==> src/rtl/fp_unpack_pipe_pkg.sv <==
// Shared FPU front-end widths and operand record types.
package fpu_pkg;
    localparam int EW  = 11;
    localparam int FW  = 52;
    localparam int SEW = 8;
    localparam int SFW = 23;
    localparam int W   = 1 + EW + FW;
    localparam int LZW = $clog2(FW + 2);

    typedef struct packed {
        logic           s;
        logic [EW-1:0]  e;
        logic           e_inf;
        logic           e_z;
        logic [FW:0]    f;
        logic [FW-1:0]  h;
        logic           fz;
        logic [LZW-1:0] lz;
    } unpacked_t;

    typedef struct packed {
        logic is_zero;
        logic is_inf;
        logic is_nan;
        logic is_snan;
    } fp_class_t;
endpackage

==> src/rtl/fp_unpack_pipe_if.sv <==
// Operand bus into the unpacker and unpacked result bus out of it.
interface fp_unpack_pipe_if #(parameter int TAGW = 4);
    import fpu_pkg::*;

    logic              in_valid;
    logic              in_ready;
    logic [W-1:0]      fp;
    logic              db;
    logic              normal;
    logic [TAGW-1:0]   tag_in;
    logic              out_valid;
    logic              out_ready;
    logic              s;
    logic [EW-1:0]     e;
    logic              e_inf;
    logic              e_z;
    logic [FW:0]       f;
    logic [FW-1:0]     h;
    logic              fz;
    logic [LZW-1:0]    lz;
    logic              is_zero;
    logic              is_inf;
    logic              is_nan;
    logic              is_snan;
    logic [TAGW-1:0]   tag_out;

    modport slave (
        input  in_valid, fp, db, normal, tag_in, out_ready,
        output in_ready, out_valid, s, e, e_inf, e_z, f, h, fz, lz,
               is_zero, is_inf, is_nan, is_snan, tag_out
    );

    modport master (
        output in_valid, fp, db, normal, tag_in, out_ready,
        input  in_ready, out_valid, s, e, e_inf, e_z, f, h, fz, lz,
               is_zero, is_inf, is_nan, is_snan, tag_out
    );
endinterface

==> src/rtl/fp_unpack_pipe_lzc_shift.sv <==
// Leading-zero count of one significand and left shift of another, so the
// count can sit in stage 1 while the shift sits in stage 2.
module lzc_shift #(
    parameter int N  = 53,
    parameter int LW = $clog2(N + 1)
) (
    input  logic [N-1:0]  cnt_d_i,
    output logic [LW-1:0] lz_o,
    input  logic [N-1:0]  shf_d_i,
    input  logic [LW-1:0] shf_amt_i,
    output logic [N-1:0]  shf_q_o
);
    // Scanning upward lets the highest set bit win; all-zero leaves N.
    always_comb begin
        lz_o = LW'(N);
        for (int i = 0; i < N; i++) begin
            if (cnt_d_i[i]) lz_o = LW'(N - 1 - i);
        end
    end

    assign shf_q_o = shf_d_i << shf_amt_i;
endmodule

==> src/rtl/fp_unpack_pipe.sv <==
// Two-stage valid/ready operand unpacker: stage 1 extracts fields, classifies
// and counts leading zeros; stage 2 applies the optional normalising shift.
module fp_unpack_pipe
    import fpu_pkg::*;
#(
    parameter int TAGW = 4
) (
    input  logic               clk,
    input  logic               rst,
    input  logic               flush,
    fp_unpack_pipe_if.slave    bus
);
    logic            v1_q, v1_d, v2_q, v2_d;
    logic            adv2, ld1;
    logic [EW-1:0]   exp_w;
    logic [SEW-1:0]  exp_n;
    logic [SFW-1:0]  frac_n;
    logic [EW-1:0]   e_in;
    logic            e_inf_in, e_z_in, fz_in;
    logic [FW-1:0]   h_in;
    logic [FW:0]     fu_in, f_shf;
    logic [LZW-1:0]  lz_in;
    unpacked_t       u_in, u1_q, u2_q, u2_d;
    fp_class_t       c_in, c1_q, c2_q;
    logic            n1_q;
    logic [TAGW-1:0] t1_q, t2_q;

    assign exp_w  = bus.fp[W-2 -: EW];
    assign exp_n  = bus.fp[W-2 -: SEW];
    assign frac_n = bus.fp[W-2-SEW -: SFW];

    always_comb begin
        if (bus.db) begin
            e_in     = exp_w;
            e_inf_in = &exp_w;
            e_z_in   = ~|exp_w;
            h_in     = bus.fp[FW-1:0];
        end else begin
            e_in     = EW'(exp_n);
            e_inf_in = &exp_n;
            e_z_in   = ~|exp_n;
            h_in     = {frac_n, {(FW-SFW){1'b0}}};
        end
    end

    assign fz_in = ~|h_in;
    assign fu_in = {~e_z_in, h_in};

    lzc_shift #(.N(FW + 1), .LW(LZW)) u_lzc (
        .cnt_d_i   (fu_in),
        .lz_o      (lz_in),
        .shf_d_i   (u1_q.f),
        .shf_amt_i (u1_q.lz),
        .shf_q_o   (f_shf)
    );

    assign u_in = '{s: bus.fp[W-1], e: e_in, e_inf: e_inf_in, e_z: e_z_in,
                    f: fu_in, h: h_in, fz: fz_in, lz: lz_in};

    assign c_in.is_zero = e_z_in & fz_in;
    assign c_in.is_inf  = e_inf_in & fz_in;
    assign c_in.is_nan  = e_inf_in & ~fz_in;
    assign c_in.is_snan = e_inf_in & ~fz_in & ~h_in[FW-1];

    // An all-zero significand gets a shift of FW+1, which already yields zero.
    always_comb begin
        u2_d   = u1_q;
        u2_d.f = n1_q ? f_shf : u1_q.f;
    end

    always_comb begin
        adv2 = ~v2_q | bus.out_ready;
        ld1  = ~v1_q | adv2;
        v1_d = flush ? 1'b0 : (ld1 ? bus.in_valid : v1_q);
        v2_d = flush ? 1'b0 : (adv2 ? v1_q : v2_q);
    end

    always_ff @(posedge clk or posedge rst) begin
        if (rst) begin
            v1_q <= 1'b0;
            u1_q <= '0;
            c1_q <= '0;
            n1_q <= 1'b0;
            t1_q <= '0;
        end else begin
            v1_q <= v1_d;
            if (ld1 & bus.in_valid) begin
                u1_q <= u_in;
                c1_q <= c_in;
                n1_q <= bus.normal;
                t1_q <= bus.tag_in;
            end
        end
    end

    always_ff @(posedge clk or posedge rst) begin
        if (rst) begin
            v2_q <= 1'b0;
            u2_q <= '0;
            c2_q <= '0;
            t2_q <= '0;
        end else begin
            v2_q <= v2_d;
            if (adv2 & v1_q) begin
                u2_q <= u2_d;
                c2_q <= c1_q;
                t2_q <= t1_q;
            end
        end
    end

    assign bus.in_ready  = ld1;
    assign bus.out_valid = v2_q;
    assign bus.s         = u2_q.s;
    assign bus.e         = u2_q.e;
    assign bus.e_inf     = u2_q.e_inf;
    assign bus.e_z       = u2_q.e_z;
    assign bus.f         = u2_q.f;
    assign bus.h         = u2_q.h;
    assign bus.fz        = u2_q.fz;
    assign bus.lz        = u2_q.lz;
    assign bus.is_zero   = c2_q.is_zero;
    assign bus.is_inf    = c2_q.is_inf;
    assign bus.is_nan    = c2_q.is_nan;
    assign bus.is_snan   = c2_q.is_snan;
    assign bus.tag_out   = t2_q;
endmodule

==> src/flat_wrapper.sv <==
// flat-port wrapper written by rule: the top's interface ports become plain ports
module fp_unpack_pipe_flat import fpu_pkg::*;
#(
    parameter int TAGW = 4
)
  (clk, rst, flush, bus_in_valid, bus_fp, bus_db, bus_normal, bus_tag_in, bus_out_ready, bus_in_ready, bus_out_valid, bus_s, bus_e, bus_e_inf, bus_e_z, bus_f, bus_h, bus_fz, bus_lz, bus_is_zero, bus_is_inf, bus_is_nan, bus_is_snan, bus_tag_out);
  fp_unpack_pipe_if #(.TAGW(TAGW)) bus_i ();
  input  logic clk;
  input  logic rst;
  input  logic flush;
  input wire logic [$bits(bus_i.in_valid)-1:0] bus_in_valid;
  input wire logic [$bits(bus_i.fp)-1:0] bus_fp;
  input wire logic [$bits(bus_i.db)-1:0] bus_db;
  input wire logic [$bits(bus_i.normal)-1:0] bus_normal;
  input wire logic [$bits(bus_i.tag_in)-1:0] bus_tag_in;
  input wire logic [$bits(bus_i.out_ready)-1:0] bus_out_ready;
  output wire logic [$bits(bus_i.in_ready)-1:0] bus_in_ready;
  output wire logic [$bits(bus_i.out_valid)-1:0] bus_out_valid;
  output wire logic [$bits(bus_i.s)-1:0] bus_s;
  output wire logic [$bits(bus_i.e)-1:0] bus_e;
  output wire logic [$bits(bus_i.e_inf)-1:0] bus_e_inf;
  output wire logic [$bits(bus_i.e_z)-1:0] bus_e_z;
  output wire logic [$bits(bus_i.f)-1:0] bus_f;
  output wire logic [$bits(bus_i.h)-1:0] bus_h;
  output wire logic [$bits(bus_i.fz)-1:0] bus_fz;
  output wire logic [$bits(bus_i.lz)-1:0] bus_lz;
  output wire logic [$bits(bus_i.is_zero)-1:0] bus_is_zero;
  output wire logic [$bits(bus_i.is_inf)-1:0] bus_is_inf;
  output wire logic [$bits(bus_i.is_nan)-1:0] bus_is_nan;
  output wire logic [$bits(bus_i.is_snan)-1:0] bus_is_snan;
  output wire logic [$bits(bus_i.tag_out)-1:0] bus_tag_out;
  assign bus_i.in_valid = bus_in_valid;
  assign bus_i.fp = bus_fp;
  assign bus_i.db = bus_db;
  assign bus_i.normal = bus_normal;
  assign bus_i.tag_in = bus_tag_in;
  assign bus_i.out_ready = bus_out_ready;
  assign bus_in_ready = bus_i.in_ready;
  assign bus_out_valid = bus_i.out_valid;
  assign bus_s = bus_i.s;
  assign bus_e = bus_i.e;
  assign bus_e_inf = bus_i.e_inf;
  assign bus_e_z = bus_i.e_z;
  assign bus_f = bus_i.f;
  assign bus_h = bus_i.h;
  assign bus_fz = bus_i.fz;
  assign bus_lz = bus_i.lz;
  assign bus_is_zero = bus_i.is_zero;
  assign bus_is_inf = bus_i.is_inf;
  assign bus_is_nan = bus_i.is_nan;
  assign bus_is_snan = bus_i.is_snan;
  assign bus_tag_out = bus_i.tag_out;
  fp_unpack_pipe #(.TAGW(TAGW)) u_core (.clk(clk), .rst(rst), .flush(flush), .bus(bus_i));
endmodule
==> config.mk <==
export PLATFORM = sky130hd
export DESIGN_NAME = fp_unpack_pipe_flat
export DESIGN_NICKNAME = d
export VERILOG_FILES = /design/src/rtl/fp_unpack_pipe_pkg.sv /design/src/rtl/fp_unpack_pipe_if.sv /design/src/rtl/fp_unpack_pipe_lzc_shift.sv /design/src/rtl/fp_unpack_pipe.sv /design/src/flat_wrapper.sv
export SDC_FILE = /design/constraint.sdc
export NUM_CORES = 1
export LEC_CHECK = 0
export CAP_MARGIN = 30
export CORE_MARGIN = 3
export CORE_UTILIZATION = 57
export DETAILED_ROUTE_END_ITERATION = 8
export GPL_TIMING_DRIVEN = 0
export MAX_ROUTING_LAYER = met4
export PLACE_DENSITY_LB_ADDON = 0.05
export SLEW_MARGIN = 25
export SYNTH_ARGS = -nofsm -noshare
export SYNTH_HDL_FRONTEND = slang
export SYNTH_SLANG_ARGS = --single-unit
==> constraint.sdc <==
create_clock -name clk -period 19.4 [get_ports clk]
set_input_delay 1.94 -clock clk [delete_from_list [all_inputs] [get_ports clk]]
set_output_delay 1.94 -clock clk [all_outputs]
set_load 0.05 [all_outputs]
Word-level counts from Yosys, hierarchy flattened:

Index checks and enable logic that the tools add are counted.

* register bits after elaboration: 271
* bits of input ports: 75
* word-level logic and storage cells: 114

* shift operators: 1
* mux-type cells: 62
* bitwise gates (word level): 12
* reductions and logical operators: 10

Operators by type and width (number)
* two-way mux 6 bit: 52
* two-way mux 53 bit: 1
* left shift 53 x 6 -> 53 bit: 1
* two-way mux 52 bit: 1
* OR reduction 52 bit: 1
* two-way mux 11 bit: 1
* AND reduction 11 bit: 1
* OR reduction 11 bit: 1
* AND reduction 8 bit: 1
* OR reduction 8 bit: 1
* two-way mux 1 bit: 7
* bitwise AND 1 bit: 6
* NOT 1 bit: 4
* nonzero test 2 bit: 2
* logical NOT 1 bit: 3
* OR 1 bit: 2

Logic depth before layout (Yosys ltp):

* depth after elaboration: 54
* depth in mapped cells: 10
* depth with buffers taken out: 6

Cells and area by module:

From an unflattened synthesis, not the netlist that was laid out.

* cell total of the unflattened synthesis: 1339
* area, all modules: 13787.0 sq um

By module, submodules not included
* fp_unpack_pipe: instances 1, cells each 757, area an instance 9336.5 sq um
* lzc_shift: instances 1, cells each 582, area an instance 4450.5 sq um

Least setup slack after synthesis:

Ideal clock, no wire load.

* kind: input -> output
* from: in bus_out_ready
* to: out bus_in_ready
* arrival: 2.438 ns
* required time: 17.460 ns
* path slack: 15.022 ns
* cell stages on the path: 1
* buffers on the path: 0
* cells stage by stage: nand3b_1

* cells in the longest elaborated chain, start to end: 2

RTL lines
* start: declaration: RTL line flat_wrapper.sv:16 `input wire logic [$bits(bus_i.out_ready)-1:0] bus_out_ready;`
* OR 1 bit: RTL line fp_unpack_pipe.sv:72 `adv2 = ~v2_q | bus.out_ready;`
* OR 1 bit: RTL line fp_unpack_pipe.sv:73 `ld1 = ~v1_q | adv2;`
* end: declaration: RTL line flat_wrapper.sv:17 `output wire logic [$bits(bus_i.in_ready)-1:0] bus_in_ready;`

No other way between the ends.

Final worst setup path:

Ends and elaborated chain as after synthesis.

==> results.txt <==
The run finished with clean final reports. The number of standard cells in the final layout excluding fillers is 2,076, and the detailed-route vias per instance is 6.88. After routing the design area is 16,700 sq um. Counting flops with a built-in enable in the synthesized netlist gives 0.

At the end of routability-driven placement, the weighted congestion stood at 1.23. The run gives 7 as the detailed-router iteration count before antenna repair. Most used flip-flop cell after synthesis: sky130_fd_sc_hd__dfrtp_1. The analysis attributes to cell leakage a power of 7.21 nW. By area the synthesized netlist is led by sky130_fd_sc_hd__dfrtp_1 41%, sky130_fd_sc_hd__nand2_1 12%, sky130_fd_sc_hd__mux4_2 7.6%. After the last flow step, the layout net total stands at 1,820. The die covers 25,200 sq um. In this run the worst path has a maximum fanout of 4. After Yosys synthesis, XOR and XNOR cells account for 0% of the synthesized area.

Total of cells resized after clock tree synthesis: 0. The slew of the pin with the lowest slew margin is 1120 ps, and the count of state elements after synthesis is 219. The number of nets still failing antenna checks after routing is 0, and the number of library cell types mapped by synthesis is 80. The share of the Yosys chip area taken by registers is 41.2%.

The clock slew seen by the registers of the worst setup and hold paths was 60 ps; the delay of the slowest critical-path stage was 830 ps. In the routed design, unresolved DRC markers number 0. Measured against its own limit, the worst slew margin works out to 25.7%. The count of buffers added by post-CTS timing repair for setup was 0; the placeable core area was 22,800 sq um. The total negative setup slack came out at 0 ps. After synthesis, the share of cell area in mux cells is 16.5%.

The total number of yosys warnings is 0, and the number of max-capacitance violations reported is 0. The biggest area contributor in the post-synthesis netlist is sky130_fd_sc_hd__dfrtp_1. The part of the cycle the worst path needs is 27.5%. Counting both buffers and inverters, the worst setup path holds a total of 2. Synthesis-to-finish area growth: 25.2%. The family with the most delay on the worst path is buffers and inverters. Mean instance size in the synthesized netlist: 8.83 sq um. Of the post-synthesis cell area, the dominant cell type holds 41.2%. The initial cell density of the core was 58.4%.

The maximum clock path buffer count was 3; the number of standard cells after synthesis was 1,508. The main combinational cell family by area after synthesis is simple AND/OR/NAND/NOR gates. Data on the critical path is required at its endpoint by 17,460 ps. STA classifies the critical path startpoint as an input pin.

The maximum clock frequency is 0.187 GHz, and the minimum period implied by the final worst setup slack is 5340 ps. The run gives 46.4% as the global router's overall resource usage. Post-synthesis adder-cell area fraction: 0%. Of all flip-flops after synthesis, the portion carrying an async set or reset was 100%.

The floorplan has 55 rows. The share of post-route cells with drive strength above 1 works out to 10.2%. The total power of the final layout is 1.51 mW, and the share of synthesized cell area in and, or, nand and nor gates is 20.7%. The via count of the first global-routing pass is 14,000, and the final number of hold-violating endpoints is 0.

The sum of net half-perimeters after detailed placement is 42,200 um, and the worst vdd rail ir drop is 0.0892 mV. The number of slew-limit violations in the final report was 0. The path class of the tightest hold or removal check is flip-flop to flip-flop.

Setup repair after global routing left no endpoint under its margin. The number of placed I/O pins is 211. Across the routed clock network, the largest skew measured is 27.2 ps. The tools report the slack of the worst reg-to-reg path as 15,990 ps.

The signal on the critical path passes through clkdlybuf4s50_1, nand3b_1, clkdlybuf4s50_1. The cell chosen for the clock root was sky130_fd_sc_hd__clkbuf_16. The pin count of the biggest net entering global routing was 86.

The library cell used most frequently in the layout, excluding fill and tap cells, is sky130_fd_sc_hd__nand2_1. The worst setup path is of the input pin to output pin kind. The tools report the endpoint type of the worst setup path as an output pin.

After detailed placement, the design holds a cell count of 2,032. TritonCTS built the clock tree. The quantity of hold-fixing buffers added after cts came out at 0. After the first detailed-routing iteration, the DRC count stood at 2,283. The routed design has 58,300 um of wire. For the worst setup path, the data arrival time is 3400 ps. Net count after synthesis: 1,583. After detailed placement, the total cell area comes to 15,900 sq um. The most common cell type on the critical path is sky130_fd_sc_hd__clkdlybuf4s50_1. Leaving out fill and tap cells, the most frequent cells in the layout are 436 x sky130_fd_sc_hd__nand2_1, 219 x sky130_fd_sc_hd__dfrtp_1, 209 x sky130_fd_sc_hd__clkdlybuf4s50_1.

Buffers placed on the I/O ports in this run total 209. Dividing the detail-routed wire length by the instance count gives 28.1 um. The die height is 159 um, and the synthesized-area fraction occupied by ao, oa, aoi and oai cells is 16.9%. The first global-routing pass estimated 87,000 um of wire. Summing every instance area after synthesis gives 13,300 sq um. For the setup violation total in the final timing report, the log shows 0. At the later pin of the worst-skew pair, clock insertion delay measures 560 ps.

The total power per unit cell area is 90.8 nW/um^2, and the H-tree depth reported by CTS is 1. On the critical path, the stage with the largest delay is an instance of sky130_fd_sc_hd__clkdlybuf4s50_1. In this run the horizontal extent of the chip is 159 um. The via total after detailed routing was 14,300.

For this run the aggregate overflow at the end of global routing stands at 0. The number of clock buffers added by TritonCTS is 24. The initial antenna violation count was 0. Clock tree synthesis found a total of 219 sinks.

Final worst hold slack: 471 ps.
## cells in the mapped netlist (all sizes together) (10+ instances only)
master and instances:
inv 21, nor2 91, mux4 46, dfrtp 219, nor3 22, nand2 436, and3 14, o221ai 20
o22ai 16, mux2 30, nor2b 10, a21oi 89, buf 53, nand3 17, o21ai 126, clkbuf 61
mux2i 81, nand2b 15
## layer usage
layer / part of all wire, % / wire [um] / global-route usage [%] / vias up
met1: 35 / 20400 / 58.4 / 6729
li1: - / - / - / 5823
met5: 0 / 0 / - / -
met3: 13 / 7730 / 11.2 / 388
met4: 9.0 / 5230 / 28.8 / 0
met2: 43 / 24900 / 68.1 / 1344
## kinds of logic (layout without fill, tap and decap cells)
kind of cell,Yosys count,count (layout)
simple gates,646,646
compound gates,350,350
mux,157,157
buf+inv,136,388
flops,219,219
other cells,0,3
## sequential cells by signal (all words and copies together), names as in the netlist, 4 cells and up
signal	flops
u_core.bus.f	53
u_core.bus.e	11
u_core.bus.tag_out	4
u_core.bus.h	52
u_core.u1_q	74
u_core.t1_q	4
u_core.c1_q	4
u_core.bus.lz	6
## worst register-to-register path: cells and delay by family, from the launching register on
| kind | cells | cell delay [ps] |
|---|---|---|
| buffers and inverters | 4 | 1960 |
| AOI/OAI and AO/OA | 3 | 1030 |
| DFF | 1 | 350 |
## per-stage QoR
step / util [%] / setup WS, ps
floorplan: - / 11470
global placement: 69.3 / 9170
detailed placement: 69.6 / 14070
CTS: 73.1 / 14070
global route: 73.1 / 14020
finish: 73.1 / 14060
## final cells by class
cell class | count | area (sq um)
Clock inverter | 4 | 73.8
Inverter | 22 | 90.1
Multi-Input combinational cell | 1153 | 7200
Buffer | 114 | 546
Tap cell | 313 | 392
Fill cell | 1600 | 6120
Antenna cell | 3 | 7.51
Sequential cell | 219 | 5480
Timing Repair Buffer | 211 | 2150
Clock buffer | 37 | 719
## report_power, final
| part | total (mW) | switching [mW] | internal (mW) |
|---|---|---|---|
| Combinational | 0.473 | 0.317 | 0.157 |
| Sequential | 0.581 | 0.0675 | 0.513 |
| Clock | 0.458 | 0.190 | 0.268 |
## path summary, 6_finish.rpt
path | cells past startpoint | startpoint | to
worst max register to register | 7 | u_core.u1_q[2] | u_core.bus.f[44]
min in group asynchronous | 2 | rst | u_core.bus.h[23]
max in group asynchronous | 4 | rst | u_core.u1_q[114]
worst min-delay path | 2 | u_core.u1_q[125] | u_core.bus.s
worst max-delay path | 3 | bus_out_ready | bus_in_ready
worst min register to register | 2 | u_core.u1_q[125] | u_core.bus.s
(Power assumes the default switching activity.)
